## src/rtl/write_buffer_if.sv

```systemverilog
// Cache/memory port bundle for the posted-write buffer.
// slave is the buffer's view; master is the side that drives the cache requests and models memory.
interface write_buffer_if #(
    parameter int BA = 28,
    parameter int BW = 128
);
    logic          wb_read_i;
    logic          wb_wr_i;
    logic [BA-1:0] wb_addr_i;
    logic [BW-1:0] wb_wr_data_i;
    logic          wb_busywait_o;
    logic [BW-1:0] wb_read_data_o;
    logic          wb_m_read_o;
    logic          wb_m_wr_o;
    logic [BA-1:0] wb_m_addr_o;
    logic [BW-1:0] wb_m_write_data_o;
    logic          wb_m_busywait_i;
    logic [BW-1:0] wb_m_read_data_i;
    logic          wb_empty_o;

    modport slave (
        input  wb_read_i, wb_wr_i, wb_addr_i, wb_wr_data_i, wb_m_busywait_i, wb_m_read_data_i,
        output wb_busywait_o, wb_read_data_o, wb_m_read_o, wb_m_wr_o, wb_m_addr_o,
               wb_m_write_data_o, wb_empty_o
    );

    modport master (
        output wb_read_i, wb_wr_i, wb_addr_i, wb_wr_data_i, wb_m_busywait_i, wb_m_read_data_i,
        input  wb_busywait_o, wb_read_data_o, wb_m_read_o, wb_m_wr_o, wb_m_addr_o,
               wb_m_write_data_o, wb_empty_o
    );
endinterface

```

## src/rtl/write_buffer.sv

```systemverilog
// Posted-write buffer between the cache and data memory: one-cycle write-back acceptance,
// FIFO drain, read forwarding from buffered blocks, and read misses ahead of queued drains.
module write_buffer #(
    parameter int LINE_SIZE  = 32,
    parameter int BLOCK_SIZE = 2,
    parameter int ADDR_SIZE  = 32,
    parameter int DEPTH      = 4
) (
    input  logic clk_i,
    input  logic reset_i,
    write_buffer_if.slave bus
);
    localparam int BA = ADDR_SIZE - BLOCK_SIZE - 2;
    localparam int BW = (2 ** BLOCK_SIZE) * LINE_SIZE;
    localparam int PW = $clog2(DEPTH);
    localparam int CW = PW + 1;

    typedef enum logic [1:0] {IDLE, DRAIN, READ} state_t;

    state_t                     state_q;
    logic [DEPTH-1:0]           valid_q;
    logic [DEPTH-1:0][BA-1:0]   addr_q;
    logic [DEPTH-1:0][BW-1:0]   data_q;
    logic [PW-1:0]              head_q, tail_q;
    logic [CW-1:0]              count_q, count_nxt;
    logic                       done_q, started_q;
    logic                       m_read_q, m_wr_q, empty_q;
    logic [BA-1:0]              m_addr_q;
    logic [BW-1:0]              m_wdata_q, rd_data_q;

    logic          rd_req, wr_req, head_busy, full;
    logic          rd_hit, wr_hit, rd_miss, wr_alloc, wr_merge, pop, rd_done;
    logic [PW-1:0] rd_idx, wr_idx, idx;

    // A simultaneous read and write is served as a read.
    assign rd_req = bus.wb_read_i & ~done_q;
    assign wr_req = bus.wb_wr_i & ~bus.wb_read_i & ~done_q;
    assign full   = (count_q == CW'(DEPTH));

    // The head is in flight while draining, and also in IDLE with entries queued, because
    // the drain launches on that same edge from the head's pre-edge data.
    assign head_busy = (state_q == DRAIN) | ((state_q == IDLE) & (count_q != '0));

    // Scan oldest to newest so the newest matching entry wins.
    always_comb begin
        rd_hit = 1'b0;
        rd_idx = '0;
        wr_hit = 1'b0;
        wr_idx = '0;
        idx    = '0;
        for (int k = 0; k < DEPTH; k++) begin
            idx = head_q + PW'(k);
            if (valid_q[idx] && addr_q[idx] == bus.wb_addr_i) begin
                rd_hit = 1'b1;
                rd_idx = idx;
                if (!(k == 0 && head_busy)) begin
                    wr_hit = 1'b1;
                    wr_idx = idx;
                end
            end
        end
    end

    assign rd_miss  = rd_req & ~rd_hit;
    assign wr_merge = wr_req & wr_hit;
    assign wr_alloc = wr_req & ~wr_hit & ~full;
    assign pop      = (state_q == DRAIN) & started_q & ~bus.wb_m_busywait_i;
    assign rd_done  = (state_q == READ) & started_q & ~bus.wb_m_busywait_i;

    always_comb begin
        count_nxt = count_q;
        case ({wr_alloc, pop})
            2'b10:   count_nxt = count_q + CW'(1);
            2'b01:   count_nxt = count_q - CW'(1);
            default: count_nxt = count_q;
        endcase
    end

    always_ff @(posedge clk_i or posedge reset_i) begin
        if (reset_i) begin
            state_q   <= IDLE;
            valid_q   <= '0;
            head_q    <= '0;
            tail_q    <= '0;
            count_q   <= '0;
            done_q    <= 1'b0;
            started_q <= 1'b0;
            m_read_q  <= 1'b0;
            m_wr_q    <= 1'b0;
            m_addr_q  <= '0;
            m_wdata_q <= '0;
            rd_data_q <= '0;
            empty_q   <= 1'b1;
        end else begin
            done_q <= wr_merge | wr_alloc | (rd_req & rd_hit) | rd_done;
            if (rd_done)
                rd_data_q <= bus.wb_m_read_data_i;
            else if (rd_req && rd_hit)
                rd_data_q <= data_q[rd_idx];

            if (pop)      valid_q[head_q] <= 1'b0;
            if (wr_alloc) valid_q[tail_q] <= 1'b1;
            head_q  <= head_q + PW'(pop);
            tail_q  <= tail_q + PW'(wr_alloc);
            count_q <= count_nxt;
            empty_q <= (count_nxt == '0);

            case (state_q)
                IDLE: begin
                    started_q <= 1'b0;
                    if (rd_miss) begin
                        state_q  <= READ;
                        m_read_q <= 1'b1;
                        m_addr_q <= bus.wb_addr_i;
                    end else if (count_q != '0) begin
                        state_q   <= DRAIN;
                        m_wr_q    <= 1'b1;
                        m_addr_q  <= addr_q[head_q];
                        m_wdata_q <= data_q[head_q];
                    end
                end
                DRAIN: begin
                    started_q <= 1'b1;
                    if (pop) begin
                        state_q   <= IDLE;
                        m_wr_q    <= 1'b0;
                        started_q <= 1'b0;
                    end
                end
                READ: begin
                    started_q <= 1'b1;
                    if (rd_done) begin
                        state_q   <= IDLE;
                        m_read_q  <= 1'b0;
                        started_q <= 1'b0;
                    end
                end
                default: state_q <= IDLE;
            endcase
        end
    end

    // Entry storage needs no reset; valid_q qualifies every use.
    always_ff @(posedge clk_i) begin
        if (wr_alloc) begin
            addr_q[tail_q] <= bus.wb_addr_i;
            data_q[tail_q] <= bus.wb_wr_data_i;
        end else if (wr_merge) begin
            data_q[wr_idx] <= bus.wb_wr_data_i;
        end
    end

    assign bus.wb_busywait_o     = (bus.wb_read_i | bus.wb_wr_i) & ~done_q;
    assign bus.wb_read_data_o    = rd_data_q;
    assign bus.wb_m_read_o       = m_read_q;
    assign bus.wb_m_wr_o         = m_wr_q;
    assign bus.wb_m_addr_o       = m_addr_q;
    assign bus.wb_m_write_data_o = m_wdata_q;
    assign bus.wb_empty_o        = empty_q;
endmodule

```

## src/flat_wrapper.sv

```systemverilog
// flat-port wrapper written by rule: the top's interface ports become plain ports
module write_buffer_flat 
#(
    parameter int LINE_SIZE  = 32,
    parameter int BLOCK_SIZE = 2,
    parameter int ADDR_SIZE  = 32,
    parameter int DEPTH      = 4
)
  (clk_i, reset_i, bus_wb_read_i, bus_wb_wr_i, bus_wb_addr_i, bus_wb_wr_data_i, bus_wb_m_busywait_i, bus_wb_m_read_data_i, bus_wb_busywait_o, bus_wb_read_data_o, bus_wb_m_read_o, bus_wb_m_wr_o, bus_wb_m_addr_o, bus_wb_m_write_data_o, bus_wb_empty_o);
  write_buffer_if #(.BA((28)), .BW((128))) bus_i ();
  input  logic clk_i;
  input  logic reset_i;
  input wire logic [$bits(bus_i.wb_read_i)-1:0] bus_wb_read_i;
  input wire logic [$bits(bus_i.wb_wr_i)-1:0] bus_wb_wr_i;
  input wire logic [$bits(bus_i.wb_addr_i)-1:0] bus_wb_addr_i;
  input wire logic [$bits(bus_i.wb_wr_data_i)-1:0] bus_wb_wr_data_i;
  input wire logic [$bits(bus_i.wb_m_busywait_i)-1:0] bus_wb_m_busywait_i;
  input wire logic [$bits(bus_i.wb_m_read_data_i)-1:0] bus_wb_m_read_data_i;
  output wire logic [$bits(bus_i.wb_busywait_o)-1:0] bus_wb_busywait_o;
  output wire logic [$bits(bus_i.wb_read_data_o)-1:0] bus_wb_read_data_o;
  output wire logic [$bits(bus_i.wb_m_read_o)-1:0] bus_wb_m_read_o;
  output wire logic [$bits(bus_i.wb_m_wr_o)-1:0] bus_wb_m_wr_o;
  output wire logic [$bits(bus_i.wb_m_addr_o)-1:0] bus_wb_m_addr_o;
  output wire logic [$bits(bus_i.wb_m_write_data_o)-1:0] bus_wb_m_write_data_o;
  output wire logic [$bits(bus_i.wb_empty_o)-1:0] bus_wb_empty_o;
  assign bus_i.wb_read_i = bus_wb_read_i;
  assign bus_i.wb_wr_i = bus_wb_wr_i;
  assign bus_i.wb_addr_i = bus_wb_addr_i;
  assign bus_i.wb_wr_data_i = bus_wb_wr_data_i;
  assign bus_i.wb_m_busywait_i = bus_wb_m_busywait_i;
  assign bus_i.wb_m_read_data_i = bus_wb_m_read_data_i;
  assign bus_wb_busywait_o = bus_i.wb_busywait_o;
  assign bus_wb_read_data_o = bus_i.wb_read_data_o;
  assign bus_wb_m_read_o = bus_i.wb_m_read_o;
  assign bus_wb_m_wr_o = bus_i.wb_m_wr_o;
  assign bus_wb_m_addr_o = bus_i.wb_m_addr_o;
  assign bus_wb_m_write_data_o = bus_i.wb_m_write_data_o;
  assign bus_wb_empty_o = bus_i.wb_empty_o;
  write_buffer #(.LINE_SIZE(LINE_SIZE), .BLOCK_SIZE(BLOCK_SIZE), .ADDR_SIZE(ADDR_SIZE), .DEPTH(DEPTH)) u_core (.clk_i(clk_i), .reset_i(reset_i), .bus(bus_i));
endmodule
```

## config.mk

```make
export PLATFORM = sky130hd
export DESIGN_NAME = write_buffer_flat
export DESIGN_NICKNAME = d
export VERILOG_FILES = /design/src/rtl/write_buffer_if.sv /design/src/rtl/write_buffer.sv /design/src/flat_wrapper.sv
export SDC_FILE = /design/constraint.sdc
export NUM_CORES = 2
export LEC_CHECK = 0
export BUFFER_PORTS_ARGS = -buffer_cell sky130_fd_sc_hd__buf_2
export CELL_PAD_IN_SITES_DETAIL_PLACEMENT = 0
export CELL_PAD_IN_SITES_GLOBAL_PLACEMENT = 1
export CORE_AREA = 2 2 446 448
export DETAILED_ROUTE_END_ITERATION = 12
export DIE_AREA = 0 0 448 450
export PLACE_DENSITY = 0.62
export SLEW_MARGIN = 20
export SYNTH_ARGS = -nofsm -noshare
export SYNTH_HDL_FRONTEND = slang
export SYNTH_SLANG_ARGS = --single-unit
```

## constraint.sdc

```tcl
create_clock -name clk_i -period 20 [get_ports clk_i]
set_input_delay 2 -clock clk_i [delete_from_list [all_inputs] [get_ports clk_i]]
set_output_delay 2 -clock clk_i [all_outputs]
set_load 0.005 [all_outputs]
```

# Word level (Yosys, flattened, before mapping)
# Cells that the tools add are included.
# totals
wordCells	179
reg_bits	926
# classes
n_mux	75
addsub	7
reduce_logical	22
n_eq_ne	15
bitwise	29
order_cmp	10
# op_table
op	count
512-bit bitwise mux	2
512-bit 2-to-1 mux	2
128-bit 2-to-1 mux	6
128-bit binary-select mux with 2-bit select	2
128-bit demux with 2-bit select	2
28-bit binary-select mux with 2-bit select	4
28-bit 2-to-1 mux	7
112-bit bitwise mux	1
28-bit equality test	4
28-bit demux with 2-bit select	1
2-bit 2-to-1 mux	13
1-bit 2-to-1 mux	22
2-bit by 3-bit < comparator with 1-bit output (second input constant)	7
1-bit AND	14
2-bit nonzero test	5
3-bit AND reduction	3
1-bit binary-select mux with 2-bit select	4
1-bit logical AND	8
4-bit 2-to-1 mux	2
1-bit NOT	7
2-bit by 1-bit greater-or-equal comparator with 1-bit output (second input constant)	3
2-bit by 1-bit inequality test with 1-bit output (second input constant)	3
2-bit one-hot mux with 3 select lines	1
3-bit one-hot mux with 2 select lines	1
22 further kinds	34

# Longest topological paths before layout
# logic_depth
ltp_word	15
depth_mapped	29
ltp_nobuf	16

# Least setup slack after synthesis
# Ideal clock, no wire load.
# synth_timing
path_kind	register to register
startpoint	register u_core.head_q[0]
endpoint	register u_core.data_q[128] (netlist name), enable pin
n_path_buf	13
path_stages_with_launch	26
setup_slack_ns	6.747
required_time_ns	19.370
setup_time_ns	0.630
period_less_slack_ns	13.253
t_arrival_ns	12.623
path_cell_list	dfrtp_1 -> buf_6 -> buf_12 -> buf_12 -> buf_12 -> inv_2 -> buf_6 -> buf_6 -> clkbuf_1 -> clkbuf_1 -> buf_1 -> ha_1 -> buf_2 -> buf_2 -> buf_2 -> mux2i_1 -> a221oi_1 -> and3_1 -> o211a_1 -> nand4_1 -> and3_1 -> nand4_1 -> nor3_1 -> o21bai_1 -> clkbuf_1 -> nor2b_1
# synth_via
elab_chain_cells	12
# synth_rtl
item	line	text
start: declaration	write_buffer.sv:24	logic [PW-1:0] head_q, tail_q;
start signal: assignment	write_buffer.sv:103	head_q <= head_q + PW'(pop);
2-bit by 1-bit adder with 2-bit output / 28-bit binary-select mux with 2-bit select (equally long branches)	write_buffer.sv:52, write_buffer.sv:53	
28-bit binary-select mux with 2-bit select / 28-bit 2-to-1 mux (equally long branches)	write_buffer.sv:53	if (valid_q[idx] && addr_q[idx] == bus.wb_addr_i) begin
28-bit 2-to-1 mux (implied by the code) / 28-bit equality test (equally long branches)	write_buffer.sv:53	
28-bit equality test / 1-bit logical AND (equally long branches)	write_buffer.sv:53	
1-bit logical AND / 1-bit 2-to-1 mux (equally long branches)	write_buffer.sv:53	
1-bit 2-to-1 mux (2 in a row)	write_buffer.sv:53	
1-bit 2-to-1 mux (*)	write_buffer.sv:53	
1-bit NOT	write_buffer.sv:66	assign wr_alloc = wr_req & ~wr_hit & ~full;
1-bit AND (2 in a row)	write_buffer.sv:66	
2-bit nonzero test (no line) (*)	--	
end signal: indexed assignment	write_buffer.sv:147	data_q[tail_q] <= bus.wb_wr_data_i;
end signal: indexed assignment	write_buffer.sv:149	data_q[wr_idx] <= bus.wb_wr_data_i;
end: declaration	write_buffer.sv:23	logic [DEPTH-1:0][BW-1:0] data_q;
# Mark *: on every way between the ends. The rest lies on a longest branch, timed or not. The select of a mux whose other input is x is not followed.
# A chain may end at the register's enable or synchronous reset.

# Worst setup path in the final report
# layout_timing
startpoint	register u_core.head_q[0]
endpoint	register u_core.data_q[406] (netlist name), enable pin
# Same word-level chain as after synthesis.

==> results.cfg <==
[status]
outcome = finished, violations left
violations = max-slew violations

[floorplanning]
dieArea_um2 = 202000
num_rows = 163
die_x_um = 448
die_y_um = 450
initial_core_util_pct = 29.8
core_area_um2 = 197000
num_io_pins = 577

[critical_path]
worstPathArrival_ns = 10.31
r2r_end = u_core.data_q[406]
slowest_delay_ns = 1.06
worstSetupStartpointType = flop
rrSetupSlack_ns = 10.08
cp_top_family = simple AND/OR/NAND/NOR gates
crit_path_cell_trace = buf_4 -> buf_4 -> buf_4 -> mux4_2 -> xnor2_1 -> nand4_1 -> nor3_1 -> nand3_4 -> nand2_8 -> a22oi_1 -> o21ba_4 -> nor2_4 -> buf_4 -> buf_4
crit_path_top_delay_cell = nand2_8
reg2regPathDepth = 14
crit_type = flop to flop
cp_max_fo = 81
critPathBufInv = 5
critPathCaptureType = flop
worstReg2RegStart = u_core.head_q[0]
required_ns = 20.39
path_common_cell = buf_4

[synth]
synth_seq_cells = 926
synthCells = 5293
synth.avg_cell_area_um2 = 11.1
synth_cell_types = 92
netlist_top_cells_count = edfxtp_1, clkbuf_1, dfrtp_1
synth-main-ff-cell = edfxtp_1
async_flop_share_pct = 32.6
yosysTopAreaCell = edfxtp_1
ys_warn_count = 0
ys_top_cells_by_area = edfxtp_1, dfrtp_1, mux4_2
yosysSeqAreaShare_pct = 44.8
yosysTopAreaCellShare_pct = 31.9
syn-cell-area_um2 = 58700
synth_edf_count = 624
synth_nets = 5594
synth.most_common_cell = edfxtp_1

[timing]
finalCritPeriodShare_pct = 49.6
whs_ns = 0.471
slew_violations = 31
min_period_ns = 9.92
slew_headroom_pct = -0.905
max_freq_ghz = 0.101
worst_slew_pin_slew_ns = 1.51
rsz0062_at_grt = no
clock_skew_ns = 0.0219
setup_viol = 0
final.setup.tns_ns = 0
final_hold_viol_count = 0

[routing]
dr.pass1.iters = 5
drt_wl_total_mm = 239
drtIter0Drc = 4175
via_per_inst = 5.77
final_antenna_net_count = 0
vias = 47900
drc = 0
wl_per_cell_um = 28.8

[grt]
grt_pass1_vias = 46500
grt_max_degree = 219
grt_pass1_wl_mm = 342
antenna_found_initial = 102
grtUsageTotal_pct = 23.0
grt_overflow = 0

[power_and_ir_drop]
p_sw_mw = 3.22
p_seq_share_pct = 33.2
leakagePower_nw = 23.2
combPwrFrac_pct = 42.1
power_density_nw_per_um2 = 126
irDropWorstVdd_mv = 0.109
p_sw_share_pct = 38.1
p_clk_share_pct = 24.8
p_int_mw = 5.23

[placement]
gp_congestion = 0.871
port-buffer-count = 576
dpl.hpwl_mm = 143

[clock_network]
hold_buffers = 0
cts_tree = built
ctsResizeCount = 0
clk_latency_ns = 0.77
cts.reportedPaths.clkPinSlew_ns = 0.06
cts_setup_buffers = 0
clk_path_buf_depth = 3
root_buffer = clkbuf_16
cts_max_level = 3
cts.sinks = 926
cts_buffers = 116

[flow_run]
maxCapViolations = 0

[finish]
nNetsFinal = 5808
drive_above_1_share_pct = 29.2
area_growth_syn_to_layout_pct = 14.1

[hold_path]
hold_path_end = u_core.bus.wb_m_addr_o[16]
hp-start = u_core.bus.wb_m_addr_o[16]
hold_class = flop to flop
hold_depth = 2
[state kept, by name, indices dropped and copies added (netlist names)]
name,count
u_core.data_q,512
u_core.bus.wb_m_write_data_o,128
u_core.bus.wb_read_data_o,128
u_core.addr_q,112
u_core.bus.wb_m_addr_o,28
u_core.valid_q,4
u_core.count_q,3
u_core.head_q,2
u_core.state_q,2
u_core.tail_q,2
u_core.bus.wb_empty_o,1
u_core.bus.wb_m_read_o,1
u_core.bus.wb_m_wr_o,1
u_core.done_q,1
u_core.started_q,1
[how the worst max path moves through the flow]
| stage | start | endpoint | cells after the start |
|---|---|---|---|
| floorplan | u_core.head_q[0] | u_core.data_q[128] | 25 |
| global placement | u_core.head_q[0] | u_core.data_q[429] | 14 |
| detailed placement | u_core.head_q[0] | u_core.data_q[407] | 14 |
| CTS | u_core.head_q[0] | u_core.data_q[406] | 14 |
| global route | u_core.head_q[0] | u_core.data_q[415] | 14 |
| finish | u_core.head_q[0] | u_core.data_q[406] | 14 |
[layout by cell type (no fill, tap or decap), types with 13 or more instances in the layout]
master,synthesis,layout
o32ai_1,128,128
a211oi_1,266,266
clkbuf_16,0,118
clkinv_1,1,13
o221a_2,125,125
edfxtp_1,624,624
mux2_2,230,230
nand4_1,35,35
clkinv_2,0,17
xnor2_1,78,78
o2111ai_1,13,13
mux4_2,204,204
o221ai_1,129,129
nor3_1,145,141
mux2_1,37,37
nand3_1,18,17
or3_1,138,137
buf_4,9,64
diode_2,0,49
nand2_1,69,68
xor2_1,25,25
and2_1,170,169
or2_2,128,128
a221oi_1,133,133
clkbuf_1,401,45
o21ai_0,291,291
nand2b_1,147,147
and2_4,91,92
nor2b_1,265,263
nor2_1,276,274
a21oi_1,272,271
mux2i_1,118,118
buf_2,68,576
inv_1,149,148
dfrtp_1,301,299
clkbuf_8,0,14
[cell type report]
type	count	area, um2
multi-input combinational	3659	29300
clock buffer	177	3310
tap	2640	3300
antenna	49	123
fill	19800	130000
sequential	926	26300
clock inverter	44	380
timing repair buffer	653	3630
inverter	151	582
[cells by family after synthesis]
| group | after synthesis | share of synthesized area, % |
|---|---|---|
| adders and majority gates | 12 | 0.269 |
| buffers and inverters | 708 | 5.55 |
| DFF | 926 | 44.8 |
| muxes | 593 | 15.2 |
| and+or+nand+nor | 1519 | 14.9 |
| AOI/OAI and AO/OA | 1432 | 17.7 |
| xor gates and xnor gates | 103 | 1.54 |
[stage by stage]
step | power [mW] | setup WS, ns | instances | utilization [%] | instance area [um2]
floorplan | 5.15 | 6.75 | 5293 | - | 58700
global placement | 6.36 | 10.05 | 8028 | 32.1 | 63100
detailed placement | 6.40 | 10.0 | 8028 | 32.1 | 63100
CTS | 8.53 | 9.96 | 8249 | 34.0 | 66800
global route | 8.88 | 9.57 | 8290 | 34.0 | 66900
finish | 8.45 | 10.08 | 8299 | 34.1 | 67000
[per-layer routing]
metal,global-route usage (%),vias to the layer above,routed length (um)
met5,0,-,282
met4,14.3,46,15100
met3,3.34,543,13600
met2,37.2,1873,114000
met1,28.9,24500,96100
li1,-,20900,-
[worst min-delay path, delay by kind of cell, from the launching register on]
family | cells | cell delay, ns
compound gates | 1 | 0.06
flops | 1 | 0.33
simple gates | 1 | 0.04
[power by group through the flow]
stage / clock, mW / combinational (mW) / sequential (mW)
2_1_floorplan: 0 / 2.44 / 2.71
4_1_cts: 2.15 / 3.58 / 2.80
6_report: 2.09 / 3.55 / 2.80
3_5_place_dp: 0 / 3.56 / 2.84
3_3_place_gp: 0 / 3.53 / 2.83
5_1_grt: 2.22 / 3.81 / 2.84
(Power assumes the default switching activity.)
